### config.mk
export PLATFORM = sky130hd
export DESIGN_NAME = fxp_requant_pipe
export DESIGN_NICKNAME = d
export VERILOG_FILES = /design/src/rtl/fxp_requant_pipe.sv
export SDC_FILE = /design/constraint.sdc
export NUM_CORES = 1
export LEC_CHECK = 0
export BUFFER_PORTS_ARGS = -buffer_cell sky130_fd_sc_hd__clkbuf_2
export CELL_PAD_IN_SITES_DETAIL_PLACEMENT = 0
export CELL_PAD_IN_SITES_GLOBAL_PLACEMENT = 2
export CORE_ASPECT_RATIO = 2
export CORE_MARGIN = 2
export CORE_UTILIZATION = 34
export CTS_BUF_LIST = sky130_fd_sc_hd__clkbuf_8
export CTS_CLUSTER_DIAMETER = 120
export DETAILED_ROUTE_END_ITERATION = 10
export PLACE_DENSITY = 0.94
export SYNTH_ARGS = -nofsm -noshare
export SYNTH_HDL_FRONTEND = slang
export SYNTH_SLANG_ARGS = --single-unit
### constraint.sdc
create_clock -name clk -period 3 [get_ports clk]
set_clock_uncertainty 0.05 [all_clocks]
set_input_delay 0.15 -clock clk [delete_from_list [all_inputs] [get_ports clk]]
set_output_delay 0.15 -clock clk [all_outputs]
set_load 0.005 [all_outputs]
### src/rtl/fxp_requant_pipe.sv
// Converts C signed channels from Q(IN_W-IN_F).IN_F to Q(OUT_W-OUT_F).OUT_F with rounding, saturation and a clip counter.
// Latency 2, 1 beat/cycle; in_ready = !out_valid || out_ready stalls both stages. Define FXP_ROUND_EN for round-half-up when narrowing.
module fxp_requant_pipe #(
  parameter int C     = 4,
  parameter int IN_W  = 16,
  parameter int IN_F  = 12,
  parameter int OUT_W = 32,
  parameter int OUT_F = 24,
  parameter int CNT_W = 16
) (
  input  logic               clk,
  input  logic               rst,
  input  logic               in_valid,
  output logic               in_ready,
  input  logic [C*IN_W-1:0]  in_data,
  output logic               out_valid,
  input  logic               out_ready,
  output logic [C*OUT_W-1:0] out_data,
  output logic [C-1:0]       out_sat,
  output logic [CNT_W-1:0]   sat_count,
  input  logic               clr_sat
);
  localparam int SH  = OUT_F - IN_F;
  localparam int ASH = (SH < 0) ? -SH : SH;
  localparam int WW  = IN_W + ASH + OUT_W;
  localparam logic signed [WW-1:0] MAXV = {{(WW-OUT_W+1){1'b0}}, {(OUT_W-1){1'b1}}};
  localparam logic signed [WW-1:0] MINV = {{(WW-OUT_W+1){1'b1}}, {(OUT_W-1){1'b0}}};

  logic               w_en;
  logic               w_cnt_inc;
  logic [C*WW-1:0]    w_aln;
  logic [C*OUT_W-1:0] w_sat_dat;
  logic [C-1:0]       w_sat;

  logic               r_s1_vld;
  logic [C*WW-1:0]    r_s1_dat;
  logic               r_out_vld;
  logic [C*OUT_W-1:0] r_out_dat;
  logic [C-1:0]       r_out_sat;
  logic [CNT_W-1:0]   r_sat_cnt;

  assign w_en      = !r_out_vld || out_ready;
  assign in_ready  = w_en;
  assign out_valid = r_out_vld;
  assign out_data  = r_out_dat;
  assign out_sat   = r_out_sat;
  assign sat_count = r_sat_cnt;

  for (genvar k = 0; k < C; k++) begin : g_ch
    logic signed [IN_W-1:0] w_in;
    logic signed [WW-1:0]   w_ext;
    logic signed [WW-1:0]   w_s1;
    logic                   w_hi;
    logic                   w_lo;

    assign w_in  = in_data[k*IN_W +: IN_W];
    assign w_ext = {{(WW-IN_W){w_in[IN_W-1]}}, w_in};

    if (SH >= 0) begin : g_up
      assign w_aln[k*WW +: WW] = w_ext <<< ASH;
    end else begin : g_dn
`ifdef FXP_ROUND_EN
      // Half-LSB bias fits in the working width, so the add cannot wrap.
      localparam logic signed [WW-1:0] HALF = WW'(1) << (ASH - 1);
      logic signed [WW-1:0] w_rnd;
      assign w_rnd = w_ext + HALF;
      assign w_aln[k*WW +: WW] = w_rnd >>> ASH;
`else
      assign w_aln[k*WW +: WW] = w_ext >>> ASH;
`endif
    end

    assign w_s1     = r_s1_dat[k*WW +: WW];
    assign w_hi     = w_s1 > MAXV;
    assign w_lo     = w_s1 < MINV;
    assign w_sat[k] = w_hi || w_lo;
    assign w_sat_dat[k*OUT_W +: OUT_W] = w_hi ? MAXV[OUT_W-1:0] :
                                         (w_lo ? MINV[OUT_W-1:0] : w_s1[OUT_W-1:0]);
  end

  assign w_cnt_inc = r_out_vld && out_ready && (|r_out_sat) && (r_sat_cnt != {CNT_W{1'b1}});

  always_ff @(posedge clk) begin
    if (rst) begin
      r_s1_vld  <= 1'b0;
      r_s1_dat  <= '0;
      r_out_vld <= 1'b0;
      r_out_dat <= '0;
      r_out_sat <= '0;
      r_sat_cnt <= '0;
    end else begin
      if (w_en) begin
        r_s1_vld  <= in_valid;
        r_s1_dat  <= w_aln;
        r_out_vld <= r_s1_vld;
        r_out_dat <= w_sat_dat;
        r_out_sat <= w_sat;
      end
      if (clr_sat) begin
        r_sat_cnt <= '0;
      end else if (w_cnt_inc) begin
        r_sat_cnt <= r_sat_cnt + 1'b1;
      end
    end
  end
endmodule

==> flow_metrics.tcl <==
set metrics [dict create \
    status "complete, no violations" \
    critPathLaunch "out_valid" \
    p_comb_share_pct 10.8 \
    hold_viol_final 0 \
    syn2layout_area_growth_pct 26.47 \
    cp_data_arrival_time_ns 1.76 \
    crit_fanout 21 \
    synth_area_leaders "dfxtp_1, nand2b_1, nand4bb_1, mux2i_1, buf_4" \
    syn-mean-instance-area_sq_um 10.41 \
    grt_max_degree 94 \
    die_area_sq_mm 0.01982 \
    cts_tree "yes" \
    dr.pass1.iters 4 \
    ctsResizeCount 0 \
    initial_utilization_pct 34.63 \
    p_seq_share_pct 49.3 \
    place.gp.congestion 0.7450 \
    dieWidth_um 100.5 \
    drt-vias-per-instance 4.518 \
    first_iter_violations 145 \
    drive_above_1_share_pct 25.43 \
    ant_nets 0 \
    syn-cell-area_sq_mm 0.006339 \
    grt_antenna_before_repair 0 \
    vias 4640 \
    yosysWarnings 0 \
    final_common_cell "clkbuf_2" \
    setup_viol 0 \
    pwr-share-clk_pct 40.0 \
    grt_first_pass_wirelength_mm 22.76 \
    yosysSeqAreaShare_pct 46.11 \
    p_per_area_mw_per_mm2 526.2 \
    clkTransAtPathRegs_ns 0.08 \
    hp-start "clr_sat" \
    p_sw_mw 1.015 \
    grt_pass1_vias 4452 \
    synth.distinct_cells 16 \
    switching_share_pct 24.07 \
    timing.fmax_ghz 0.5090 \
    root_buffer "clkbuf_8" \
    die_height_um 197.1 \
    synthCells 609 \
    fill_cells 1774 \
    hold_path_class "in -> reg" \
    rsz0062_at_grt "no" \
    synth-seq-cells 146 \
    grt_usage_pct 14.78 \
    cts.sinks 146 \
    fin_setup_tns_ns 0 \
    p_int_mw 3.202 \
    final_max_slew_viol_count 0 \
    gr-total-overflow 0 \
    min_period_over_period_pct 65.49 \
    num_rows 70 \
    r2r-start "out_valid" \
    worst_setup_path_end_kind "output port" \
    worstSkewPairLatency_ns 0.45 \
    wire_per_inst_um 13.98 \
    synth_top_area_cell "dfxtp_1" \
    worstSetupPathType "reg -> out" \
    clockBufferDepth 2 \
    regArea_sq_mm 0.002924 \
    drcViolationCount 0 \
    nets 867 \
    required_ns 2.80 \
    maxCapViolCount 0 \
    synth_top_area_share_pct 46.11 \
    period_minus_slack_ns 1.965 \
    ir_drop_v 0.0002847 \
    layout_common_cells "clkbuf_2, dfxtp_1, nand2b_1" \
    cp-start-kind "register" \
    cts_buffers 17 \
    multi_input_area_sq_mm 0.002825 \
    hpwl_mm 8.919 \
    worst_pin_slew_ns 0.7703 \
    core-area_sq_mm 0.01831 \
    p_total_mw 4.218 \
    leakage_nw 3.478 \
    cts.htree.levels 4 \
    wl_mm 14.35 \
    portBuffers 166 \
    io_pins 219 \
    relSlewSlack_pct 48.65 \
]
[state kept, by name, summed over array words and instances, names as in the netlist]
register,count
r_s1_dat,64
r_s1_vld,1
sat_count,16
out_data,64
out_valid,1
[cell type report]
cell class	count	area share (%)
sequential	146	36.48
multi-input combinational	394	35.24
timing repair buffer	237	19.39
tap	216	3.371
clock buffer	18	3.090
clock inverter	13	2.310
inverter	2	0.09365
antenna	1	0.03122
[cells in the mapped netlist]
| master | number |
|---|---|
| and2_1 | 16 |
| a21oi_1 | 1 |
| o21ai_1 | 65 |
| buf_6 | 3 |
| nand4bb_1 | 65 |
| buf_4 | 75 |
| inv_2 | 1 |
| buf_2 | 22 |
| nor2b_4 | 1 |
| conb_1 | 1 |
| mux2i_1 | 64 |
| inv_1 | 1 |
| nand2b_1 | 129 |
| clkbuf_1 | 18 |
| dfxtp_1 | 146 |
| nor2_2 | 1 |
[stage by stage]
stage	worst slack [ns]	hold slack (ns)	cells	utilization [%]	area [sq um]
global route	0.8897	0.04520	1026	43.78	8014
global placement	1.379	0.3413	930	37.86	6930
floorplan	1.867	0.2451	660	-	6530
detailed placement	1.339	0.3445	930	37.86	6930
finish	1.035	0.03393	1027	43.79	8016
CTS	0.9456	0.009874	1026	43.78	8014
[critical path, cell delays in order, from the launching register on]
cell and delay [ns]:
dfxtp_2 0.33, nor2b_4 0.40, inv_2 0.37, clkbuf_2 0.21
[timing repair]
action,CTS,global route
hold endpoints to repair,65,0
hold buffers,65,0
setup buffers,0,0
[power by group through the flow]
stage          logic [mW]  clock network [mW]  registers, mW
2_1_floorplan       0.305                   0           2.12
3_3_place_gp        0.388                   0           2.12
3_5_place_dp        0.391                   0           2.12
4_1_cts             0.461                1.76           2.08
5_1_grt             0.506                1.82           2.09
6_report            0.454                1.69           2.08
[layer usage]
layer  global-route usage (%)  vias up  part of all wire [%]
li1                         -     2324                     -
met1                    17.09     2130                    41
met2                    25.30      162                    51
met3                    3.326       24                   4.6
met4                    7.255        0                   3.0
met5                        0        -                     0
[final timing paths]
kind              endpoint  slack [ns]  depth (start not counted)
max               in_ready        1.04                          3
min           sat_count[3]        0.03                          3
max reg2reg  r_s1_dat[197]        1.35                          3
min reg2reg      out_valid        0.41                          2
[logic make-up after synthesis]
kind of cell           share of synthesized area [%]
other                                        0.05916
and+or+nand+nor                                26.17
AOI/OAI and AO/OA                              5.211
DFF                                            46.11
buffers and inverters                          12.34
muxes                                          10.11
(Power assumes the default switching activity.)
